## src/rtl/sb_rx_header_router.sv

```systemverilog
// Sideband receive header router: frames 64-bit deserialized words into header/payload,
// checks CP/DP parity and routes RDI and LTSM messages to their decoders, counting drops.
module sb_rx_header_router #(
    parameter int TIMEOUT_CYC = 16
) (
    input  logic        i_clk,
    input  logic        i_rst,
    input  logic [63:0] i_deser_data,
    input  logic        i_deser_valid,
    output logic        o_rdi_start_en,
    output logic [63:0] o_rdi_header,
    output logic        o_ltsm_start_en,
    output logic [63:0] o_ltsm_header,
    output logic [63:0] o_ltsm_data,
    output logic        o_ltsm_has_data,
    output logic        o_parity_err,
    output logic        o_timeout_err,
    output logic [7:0]  o_drop_cnt
);

    localparam logic [0:0] ST_IDLE   = 1'b0;
    localparam logic [0:0] ST_WAIT   = 1'b1;
    localparam logic [4:0] OP_NODATA = 5'b10010;
    localparam logic [4:0] OP_DATA   = 5'b11011;
    localparam logic [2:0] SRC_RDI   = 3'b001;
    localparam logic [2:0] SRC_LTSM  = 3'b010;
    localparam logic [7:0] TMO_LIMIT = 8'(TIMEOUT_CYC);

    function automatic logic cp_ok(input logic [63:0] hdr);
        return hdr[62] == (^hdr[61:0]);
    endfunction

    function automatic logic dp_ok(input logic dp, input logic [63:0] payload);
        return dp == (^payload);
    endfunction

    logic [0:0]  state_r;
    logic [0:0]  state_s;
    logic [7:0]  timer_r;
    logic [7:0]  timer_s;
    logic [63:0] pend_hdr_r;
    logic [63:0] pend_hdr_s;

    logic        rdi_start_r;
    logic [63:0] rdi_hdr_r;
    logic        ltsm_start_r;
    logic [63:0] ltsm_hdr_r;
    logic [63:0] ltsm_data_r;
    logic        ltsm_has_data_r;
    logic        par_err_r;
    logic        tmo_err_r;
    logic [7:0]  drop_cnt_r;

    logic        emit_rdi_s;
    logic        emit_ltsm_s;
    logic        emit_has_data_s;
    logic [63:0] emit_hdr_s;
    logic [63:0] emit_data_s;
    logic        par_err_s;
    logic        tmo_err_s;
    logic        drop_s;

    logic [4:0]  opcode_s;
    logic [2:0]  srcid_s;

    assign opcode_s = i_deser_data[4:0];
    assign srcid_s  = i_deser_data[31:29];

    // Next-state, classification and parity checking for the current word.
    always_comb begin
        state_s         = state_r;
        timer_s         = timer_r;
        pend_hdr_s      = pend_hdr_r;
        emit_rdi_s      = 1'b0;
        emit_ltsm_s     = 1'b0;
        emit_has_data_s = 1'b0;
        emit_hdr_s      = i_deser_data;
        emit_data_s     = 64'h0;
        par_err_s       = 1'b0;
        tmo_err_s       = 1'b0;
        drop_s          = 1'b0;
        case (state_r)
            ST_IDLE: begin
                if (i_deser_valid) begin
                    case (opcode_s)
                        OP_NODATA: begin
                            if ((srcid_s == SRC_RDI) || (srcid_s == SRC_LTSM)) begin
                                if (cp_ok(i_deser_data) && !i_deser_data[63]) begin
                                    emit_rdi_s  = (srcid_s == SRC_RDI);
                                    emit_ltsm_s = (srcid_s == SRC_LTSM);
                                end else begin
                                    par_err_s = 1'b1;
                                    drop_s    = 1'b1;
                                end
                            end else begin
                                drop_s = 1'b1;
                            end
                        end
                        OP_DATA: begin
                            // CP is judged when the payload arrives so framing stays intact.
                            if (srcid_s == SRC_LTSM) begin
                                pend_hdr_s = i_deser_data;
                                timer_s    = 8'd0;
                                state_s    = ST_WAIT;
                            end else begin
                                drop_s = 1'b1;
                            end
                        end
                        default: begin
                            drop_s = 1'b1;
                        end
                    endcase
                end else begin
                    state_s = ST_IDLE;
                end
            end
            ST_WAIT: begin
                if (timer_r >= TMO_LIMIT) begin
                    tmo_err_s = 1'b1;
                    drop_s    = 1'b1;
                    timer_s   = 8'd0;
                    state_s   = ST_IDLE;
                end else if (i_deser_valid) begin
                    timer_s = 8'd0;
                    state_s = ST_IDLE;
                    if (cp_ok(pend_hdr_r) && dp_ok(pend_hdr_r[63], i_deser_data)) begin
                        emit_ltsm_s     = 1'b1;
                        emit_has_data_s = 1'b1;
                        emit_hdr_s      = pend_hdr_r;
                        emit_data_s     = i_deser_data;
                    end else begin
                        par_err_s = 1'b1;
                        drop_s    = 1'b1;
                    end
                end else begin
                    timer_s = timer_r + 8'd1;
                end
            end
            default: begin
                state_s = ST_IDLE;
                timer_s = 8'd0;
            end
        endcase
    end

    // State, held message registers, pulses and saturating drop counter.
    always_ff @(posedge i_clk) begin
        if (i_rst) begin
            state_r         <= ST_IDLE;
            timer_r         <= 8'd0;
            pend_hdr_r      <= 64'h0;
            rdi_start_r     <= 1'b0;
            rdi_hdr_r       <= 64'h0;
            ltsm_start_r    <= 1'b0;
            ltsm_hdr_r      <= 64'h0;
            ltsm_data_r     <= 64'h0;
            ltsm_has_data_r <= 1'b0;
            par_err_r       <= 1'b0;
            tmo_err_r       <= 1'b0;
            drop_cnt_r      <= 8'd0;
        end else begin
            state_r      <= state_s;
            timer_r      <= timer_s;
            pend_hdr_r   <= pend_hdr_s;
            rdi_start_r  <= emit_rdi_s;
            ltsm_start_r <= emit_ltsm_s;
            par_err_r    <= par_err_s;
            tmo_err_r    <= tmo_err_s;
            if (emit_rdi_s) begin
                rdi_hdr_r <= emit_hdr_s;
            end else begin
                rdi_hdr_r <= rdi_hdr_r;
            end
            if (emit_ltsm_s) begin
                ltsm_hdr_r      <= emit_hdr_s;
                ltsm_data_r     <= emit_data_s;
                ltsm_has_data_r <= emit_has_data_s;
            end else begin
                ltsm_hdr_r      <= ltsm_hdr_r;
                ltsm_data_r     <= ltsm_data_r;
                ltsm_has_data_r <= ltsm_has_data_r;
            end
            if (drop_s && (drop_cnt_r != 8'hFF)) begin
                drop_cnt_r <= drop_cnt_r + 8'd1;
            end else begin
                drop_cnt_r <= drop_cnt_r;
            end
        end
    end

    assign o_rdi_start_en  = rdi_start_r;
    assign o_rdi_header    = rdi_hdr_r;
    assign o_ltsm_start_en = ltsm_start_r;
    assign o_ltsm_header   = ltsm_hdr_r;
    assign o_ltsm_data     = ltsm_data_r;
    assign o_ltsm_has_data = ltsm_has_data_r;
    assign o_parity_err    = par_err_r;
    assign o_timeout_err   = tmo_err_r;
    assign o_drop_cnt      = drop_cnt_r;

endmodule

```

## config.mk

```make
export PLATFORM = sky130hd
export DESIGN_NAME = sb_rx_header_router
export DESIGN_NICKNAME = d
export VERILOG_FILES = /design/src/rtl/sb_rx_header_router.sv
export SDC_FILE = /design/constraint.sdc
export NUM_CORES = 1
export LEC_CHECK = 0
export ABC_CLOCK_PERIOD_IN_PS = 3850
export BUFFER_PORTS_ARGS = -buffer_cell sky130_fd_sc_hd__buf_4
export CAP_MARGIN = 15
export CORE_ASPECT_RATIO = 1.5
export CORE_UTILIZATION = 40
export DETAILED_ROUTE_END_ITERATION = 10
export GPL_ROUTABILITY_DRIVEN = 0
export GPL_TIMING_DRIVEN = 0
export HOLD_SLACK_MARGIN = 0.12
export PLACE_DENSITY = 0.63
export SYNTH_ARGS = -nofsm -noshare
export SYNTH_HDL_FRONTEND = slang
export SYNTH_SLANG_ARGS = --single-unit
```

## constraint.sdc

```tcl
create_clock -name i_clk -period 3.85 [get_ports i_clk]
set_input_delay 0.77 -clock i_clk [delete_from_list [all_inputs] [get_ports i_clk]]
set_output_delay 0.77 -clock i_clk [all_outputs]
set_load 0.02 [all_outputs]
```

# After elaboration in Yosys (flattened, before gate mapping)
# Index checks and enable logic that the tools add are counted.
# Widths: inputs -> output; s select.
op_classes:
  eq_ne: 11
  addsub: 2
  mux: 49
  n_bitwise: 1
  reduce_logical: 11
  n_lt_le_gt_ge: 1
op_table:
  columns: ["op", "count"]
  rows:
  - ["$mux 64", 8]
  - ["$reduce_xor 62->1", 2]
  - ["$reduce_xor 64->1", 1]
  - ["$mux 8", 5]
  - ["$mux 1", 30]
  - ["$add 8x1->8 const B", 2]
  - ["$pmux 8 s2", 1]
  - ["$eq 5x5->1 const B", 2]
  - ["$pmux 1 s2", 5]
  - ["$ge 8x5->1 const B", 1]
  - ["$ne 8x8->1 const B", 1]
  - ["$ne 2x2->1 const B", 2]
  - ["$reduce_and 4->1", 1]
  - ["$eq 1x1->1", 3]
  - ["$eq 3x1->1 const B", 1]
  - ["$eq 3x2->1 const B", 1]
  - ["$logic_and 1x1->1", 3]
  - ["$reduce_and 3->1", 1]
  - ["$ne 2x1->1 const B", 1]
  - ["$reduce_or 2->1", 1]
  - ["$logic_not 1->1", 1]
  - ["$logic_or 1x1->1", 1]
  - ["$not 1->1", 1]
totals:
  reg_bits: 278
  wordCells: 87
  out_inout_bits: 205
  inputBits: 67

# Logic depth before layout (Yosys ltp)
# Gate-level depths: netlist (run 1).
depth:
  depth_word: 9
  ltp_mapped: 14
  depth_no_buf: 11

# Worst setup path before layout (run 1)
# OpenSTA, ideal clock, no wires.
synth_timing:
  path_type: "input to register"
  startpoint: "input port i_deser_data[29]"
  endpoint: "register drop_cnt_r[3] (netlist: o_drop_cnt[3])"
  t_required_ns: 3.780
  setup_ns: 0.070
  path_buffers: 0
  arrival_ns: 3.624
  path_stages: 9
  setup_slack_ns: 0.155
  cell_sequence: "xnor2_1 > xnor3_1 > xnor3_1 > xnor3_1 > xnor3_2 > xnor2_2 > o211a_1 > or4_1 > a21oi_1"
synth_via:
  elab_chain_cells: 9
  word_cells_on_any_way: 19
  cone_classes: "eq/ne: 4; mux: 9; reduce/logical: 6"
synth_lines:
  columns: ["item", "line", "rtl"]
  rows:
  - ["from (decl)", "8", "input logic [63:0] i_deser_data,"]
  - ["$reduce_xor 62->1", "30", "return hdr[62] == (^hdr[61:0]);"]
  - ["$eq 1x1->1", "30", null]
  - ["$logic_and 1x1->1", "88", "if (cp_ok(i_deser_data) && !i_deser_data[63]) begin"]
  - ["$mux 1", "88", null]
  - ["$mux 1", "87", "if ((srcid_s == SRC_RDI) || (srcid_s == SRC_LTSM)) begin"]
  - ["$pmux 1 s2", "85", "case (opcode_s)"]
  - ["$mux 1", "84", "if (i_deser_valid) begin"]
  - ["$pmux 1 s2 *", "82", "case (state_r)"]
  - ["$logic_and 1x1->1 *", "183", "if (drop_s && (drop_cnt_r != 8'hFF)) begin"]
  - ["to (signal assigned)", "184", "drop_cnt_r <= drop_cnt_r + 8'd1;"]
  - ["to (signal assigned)", "186", "drop_cnt_r <= drop_cnt_r;"]
  - ["to (decl)", "52", "logic [7:0] drop_cnt_r;"]
# Every way passes the cells marked *; elsewhere a longest branch is shown, timed or not.
# A chain may end at the register's enable or synchronous reset.

# Final worst setup path (run 1)
layout_timing:
  startpoint: "input port i_deser_data[29]"
  endpoint: "register rdi_hdr_r[18] (netlist: o_rdi_header[18])"
layout_via:
  elab_chain_cells: 8
  word_cells_on_any_way: 18
  cone_classes: "eq/ne: 4; mux: 9; reduce/logical: 5"
layout_lines:
  columns: ["item", "line", "rtl"]
  rows:
  - ["$reduce_xor 62->1", "30", null]
  - ["$eq 1x1->1", "30", null]
  - ["$logic_and 1x1->1", "88", null]
  - ["$mux 1", "88", null]
  - ["$mux 1", "87", null]
  - ["$mux 1", "85", null]
  - ["$mux 1", "84", null]
  - ["$mux 1", "82", null]
  - ["to (signal assigned)", "170", "rdi_hdr_r <= emit_hdr_s;"]
  - ["to (signal assigned)", "172", "rdi_hdr_r <= rdi_hdr_r;"]
  - ["to (decl)", "45", "logic [63:0] rdi_hdr_r;"]
# Parallel ways exist; a longest one is shown, timed or not.

==> flow_summary.yaml, run 1 <==
status:
  status: "finished clean"
sta:
  finalSetupTns_ns: 0
  period_share: 0.929
  hold_violations: 0
  drv_slew: 0
  tightest_slew_ns: 0.899
  setup_viol_count_final: 0
  fmax_mhz: 280
  slew_headroom: 0.400
  period_minus_slack_ns: 3.58
  rsz0062_at_grt: "false"
  skew_ns: 0.0153
logic_synthesis:
  synth_nets: 1509
  yosysSeqAreaShare: 0.459
  synth_top_area_share: 0.459
  ys_ff_latch: 278
  synth_warnings: 0
  synth_cells: 1435
  synth_edf_count: 0
  postSynthAreaPerCell_um2: 8.44
  netlist_area_um2: 12100
  netlist_top_cells_area: "dfxtp_1 (46%), nand2_1 (9.7%), xnor2_1 (6.6%)"
  async_flop_share: 0
  synth_commonest_cells: "nand2_1 (314), dfxtp_1 (278), a21oi_1 (148), nor2_1 (139), xnor2_1 (91)"
  yosys.area.top_type: "dfxtp_1"
  yosysUniqueCellTypes: 42
  ys.flop_type: "dfxtp_1"
  synth.most_common_cell: "nand2_1"
setup_path:
  ff2ff_path_depth: 9
  ff2ff_setup_slack_ns: 0.42
  cp.arrival_ns: 4.00
  cp-end-kind: "flop"
  crit_fanout: 10
  regToRegEndpoint: "o_drop_cnt[5]"
  r2r_start: "pend_hdr_r[38]"
  crit_type: "in -> reg"
  critPathRequiredTime_ns: 4.27
  startpoint_type: "input port"
grt:
  grt_pass1_wl_um: 64000
  overflow: 0
  grt_max_degree: 15
  grt_usage: 0.269
  grt_pass1_vias: 11200
  grt_antenna_before_repair: 0
power:
  leakage_uw: 0.00656
  vdd_ir_drop_max_mv: 0.328
  p_per_area_nw_per_um2: 411
floorplanning:
  core_um2: 29700
  io_pins: 272
  die_w_um: 144
  die_h_um: 215
  row_count: 77
  initial_core_util: 0.408
  dieArea_um2: 31000
worst_hold_path:
  hold_path_end: "o_ltsm_data[8]"
  min_from: "o_ltsm_data[8]"
  min_path_type: "reg -> reg"
  holdPathStages: 2
place:
  post-place-cells: 2101
  port_buffers: 270
  dp_hpwl_um: 31100
drt:
  drt-total-wl_um: 41500
  ant_nets: 0
  vias: 11400
  vias_per_cell: 5.31
  drt_iter0_markers: 561
  dr.pass1.iters: 7
  drcViolationCount: 0
  wire_per_inst_um: 19.3
cts:
  clk_latency_ns: 0.57
  numCtsBuffers: 29
  cts_tree: "yes"
  path_clk_slew_ns: 0.06
  cts_buffer_depth: 3
  cts_hold_buf: 0
  htree_levels: 1
  clock-root-buffer: "clkbuf_16"
  clock_sinks: 278
final_layout:
  n_fill_cell: 2943
  multiInputGateArea_um2: 6050
  syn2layout_area_growth_pct: 29.3
  finalNonFillerCells: 2154
  n_antenna_cell: 0
  drive_gt1_frac: 0.223
  fin_nets: 1812
  seqCellArea_um2: 5570
flow_run:
  drv_cap: 0
==> worst max-delay path by stage <==
| stage | to | startpoint | slack, ns | depth (start not counted) |
|---|---|---|---|---|
| floorplan | o_drop_cnt[3] | i_deser_data[29] | 0.16 | 9 |
| finish | o_rdi_header[18] | i_deser_data[29] | 0.27 | 12 |
| detailed placement | o_ltsm_data[45] | i_deser_data[29] | -0.81 | 12 |
| global route | o_rdi_header[62] | i_deser_data[29] | 0.13 | 12 |
| CTS | o_rdi_header[9] | i_deser_data[29] | 0.006 | 12 |
| global placement | o_ltsm_header[11] | i_deser_data[29] | -0.79 | 12 |
==> registers in the layout, summed over array words and instances (netlist names) <==
name             count
o_ltsm_start_en      1
o_timeout_err        1
timer_r              8
o_parity_err         1
pend_hdr_r          64
o_ltsm_has_data      1
o_ltsm_data         64
o_rdi_start_en       1
o_drop_cnt           8
state_r              1
o_rdi_header        64
o_ltsm_header       64
==> what timing repair did <==
| item | CTS | global route |
|---|---|---|
| buffers inserted | 1 | 0 |
| setup endpoints to repair | 162 | 198 |
| cloned | 0 | 0 |
| pin swaps | 1 | 2 |
| resized for setup | 27 | 12 |
==> critical path, stage by stage <==
cell and delay, ns:
buf_4 0.15, xnor2_2 0.23, xnor3_1 0.43, xnor3_1 0.39, xnor3_1 0.39, xnor3_2 0.31, nor2_1 0.19, and4b_1 0.20
buf_2 0.24, buf_4 0.25, buf_2 0.28, a311oi_1 0.14
==> layout make-up <==
cell class                      count  area share
Clock buffer                       40      0.0528
Multi-Input combinational cell   1033       0.386
Clock inverter                     12     0.00607
Timing Repair Buffer              272       0.130
Inverter                           11     0.00264
Sequential cell                   278       0.355
Buffer                            113      0.0351
Tap cell                          395      0.0315
==> logic make-up (layout without fill, tap and decap cells) <==
kind of cell / count (synthesis) / in the layout / share of synthesized area
AND/OR/NAND/NOR: 566 / 566 / 0.193
flip-flops: 278 / 278 / 0.459
AO/OA/AOI/OAI: 286 / 286 / 0.153
adder cells (fa/ha/maj): 7 / 7 / 0.00723
buffers and inverters: 124 / 448 / 0.0447
multiplexers: 59 / 59 / 0.0487
XOR/XNOR: 115 / 115 / 0.0941
==> cell usage in the layout (no fill, tap or decap), types with 7 or more instances in the layout <==
master / instances
clkbuf_16: 29
clkbuf_2: 19
a311oi_1: 59
dfxtp_1: 278
nor3b_1: 8
mux2i_1: 59
buf_4: 286
xnor2_1: 90
a21oi_1: 148
clkinv_2: 8
nand2_1: 314
inv_1: 11
nor2_1: 139
buf_2: 25
a211oi_1: 59
xor2_1: 14
ha_1: 7
xnor3_1: 8
clkbuf_1: 54
nand3_1: 72
==> per-layer routing <==
layer  GRT usage  vias up  wire length, µm
met5           0        -                0
met4       0.113        0             1600
met3      0.0341       91             2200
met2       0.489      364            21700
met1       0.309     5456            16000
li1            -     5526                -
==> power by group <==
group,internal (µW),switching [µW]
Clock,1570,1210
Sequential,2880,7.81
Combinational,342,425
Total,4790,1640
==> metrics by stage <==
| stage | util | instance area, µm² | hold WS (ns) | power, µW | setup slack (ns) |
|---|---|---|---|---|---|
| CTS | 0.527 | 15600 | 0.467 | 6490 | 0.00550 |
| detailed placement | 0.494 | 14700 | 0.459 | 3670 | -0.813 |
| finish | 0.528 | 15700 | 0.466 | 6430 | 0.273 |
| global route | 0.528 | 15700 | 0.482 | 6650 | 0.133 |
| floorplan | - | 12100 | 0.439 | 3420 | 0.155 |
| global placement | 0.493 | 14600 | 0.456 | 3670 | -0.794 |
Power figures use the tool's default switching activity.
==> inputs of run 2 (changes only) <==
--- a/config.mk
+++ b/config.mk
@@ -9,12 +9,12 @@
 export BUFFER_PORTS_ARGS = -buffer_cell sky130_fd_sc_hd__buf_4
 export CAP_MARGIN = 15
 export CORE_ASPECT_RATIO = 1.5
-export CORE_UTILIZATION = 40
+export CORE_UTILIZATION = 45
 export DETAILED_ROUTE_END_ITERATION = 10
 export GPL_ROUTABILITY_DRIVEN = 0
 export GPL_TIMING_DRIVEN = 0
 export HOLD_SLACK_MARGIN = 0.12
-export PLACE_DENSITY = 0.63
+export PLACE_DENSITY = 0.7
 export SYNTH_ARGS = -nofsm -noshare
 export SYNTH_HDL_FRONTEND = slang
 export SYNTH_SLANG_ARGS = --single-unit
==> flow_summary.yaml, run 2 (synthesized netlist as in run 1, its figures left out) <==
power:
  power_uw: 6700
  clkPwrFrac: 0.443
  p_switching_uw: 1620
  p_seq_frac: 0.432
  vdd_ir_drop_max_mv: 0.330
  switching_share: 0.242
  internal-power_uw: 5080
  leakage_uw: 0.00659
  p_per_area_nw_per_um2: 427
  power_frac_comb: 0.125
sta:
  tightest_slew_ns: 0.913
  rsz0062_at_grt: "false"
  hold_violations: 0
  setup_viol_count_final: 0
  period_minus_slack_ns: 3.61
  slew_headroom: 0.391
  period_share: 0.937
  fin_ws_ns: 0.243
  fmax_mhz: 277
  finalSetupTns_ns: 0
  drv_slew: 0
  skew_ns: 0.0171
cts:
  cts_buffer_depth: 3
  numCtsBuffers: 28
  clk_latency_ns: 0.55
  cts_hold_buf: 0
  clock-root-buffer: "clkbuf_16"
  htree_levels: 1
  clock_sinks: 278
  cts_tree: "yes"
  path_clk_slew_ns: 0.06
setup_path:
  critPathRequiredTime_ns: 4.29
  crit_fanout: 10
  crit_end: "o_rdi_header[26]"
  regToRegEndpoint: "o_rdi_header[26]"
  cp-end-kind: "flop"
  startpoint_type: "input port"
  r2r_start: "pend_hdr_r[38]"
  ff2ff_path_depth: 10
  cp.arrival_ns: 4.05
  startpoint: "i_deser_data[29]"
  ff2ff_setup_slack_ns: 0.33
  crit_type: "in -> reg"
grt:
  overflow: 0
  grt_max_degree: 15
  grt_pass1_vias: 11300
  grt_usage: 0.289
  grt_antenna_before_repair: 1
  grt_pass1_wl_um: 61800
final_layout:
  final_cell_mix: "nand2_1 (314), buf_4 (287), dfxtp_1 (278)"
  fin_nets: 1812
  drive_gt1_frac: 0.222
  syn2layout_area_growth_pct: 29.5
  utilization: 0.592
  n_fill_cell: 2462
  multiInputGateArea_um2: 6040
  layout_commonest_cell: "nand2_1"
  seqCellArea_um2: 5570
status:
  status: "finished clean"
floorplanning:
  row_count: 73
  die_h_um: 203
  initial_core_util: 0.457
  die_w_um: 136
  dieArea_um2: 27600
  core_um2: 26500
  io_pins: 272
place:
  dp_hpwl_um: 30200
  port_buffers: 270
  pre_cts_ws_ns: -0.856
drt:
  wire_per_inst_um: 19.4
  vias: 11600
  vias_per_cell: 5.55
  drcViolationCount: 0
  drt_iter0_markers: 754
  dr.pass1.iters: 5
  ant_nets: 0
  drt-total-wl_um: 40700
worst_hold_path:
  holdPathStages: 2
  min_path_type: "reg -> reg"
flow_run:
  drv_cap: 0
## run 2: cell types whose count changed in the layout (fill, tap and decap cells not counted), moves of 4 or more
| cell | change |
|---|---|
| clkbuf_4 | +9 |
| buf_2 | -7 |
| clkinv_2 | -4 |
| bufinv_16 | +4 |
## run 2: worst min path at each step
stage | start | endpoint | slack (ns)
final | o_ltsm_data[39] | o_ltsm_data[39] | 0.47
after global routing | timer_r[7] | timer_r[7] | 0.49
after CTS | o_ltsm_data[2] | o_ltsm_data[2] | 0.47
after detailed placement | o_ltsm_data[2] | o_ltsm_data[2] | 0.46
after global placement | o_ltsm_data[12] | o_ltsm_data[12] | 0.46
after floorplan | timer_r[4] | timer_r[4] | 0.44
## run 2: final cells by class
type | instances | area share
diodes | 1 | 0.000159
plain buffers | 113 | 0.0360
clock buffers | 40 | 0.0521
clock inverters | 11 | 0.0119
inverters | 11 | 0.00263
multi-input cells | 1033 | 0.385
flip-flops and latches | 278 | 0.355
well taps | 337 | 0.0269
repair buffers | 273 | 0.131
## run 2: critical path, cell delays in order
cell      delay [ns]
buf_4           0.15
xnor2_2         0.23
xnor3_1         0.43
xnor3_1         0.39
xnor3_1         0.40
xnor3_2         0.32
xnor2_4         0.28
and3_1          0.19
clkbuf_4        0.24
buf_4           0.25
nand2_1         0.08
a311oi_1        0.30
## run 2: through the flow
stage | instances | hold WS, ns | area, µm²
floorplan | 1435 | 0.439 | 12100
global route | 2097 | 0.488 | 15700
global placement | 2042 | 0.456 | 14600
detailed placement | 2043 | 0.459 | 14600
finish | 2097 | 0.466 | 15700
CTS | 2094 | 0.467 | 15600
## run 2: what timing repair did
action                     CTS  global route
pin swaps                    0             3
gates resized for setup     17            38
setup endpoints to repair  188           174
buffers inserted             0             2
## run 2: per-layer routing
| metal | track usage | wire, µm | up-vias |
|---|---|---|---|
| li1 | - | - | 5533 |
| met1 | 0.321 | 15100 | 5569 |
| met3 | 0.0382 | 2320 | 98 |
| met2 | 0.534 | 21500 | 439 |
| met5 | 0 | 0 | - |
| met4 | 0.134 | 1760 | 0 |
## run 2: power by group through the flow
stage               Clock, µW  Combinational [µW]  Sequential [µW]
floorplan                   0                 457             2960
finish                   2970                 838             2890
global placement            0                 707             2960
CTS                      3000                 791             2890
detailed placement          0                 721             2960
global route             3130                 877             2890
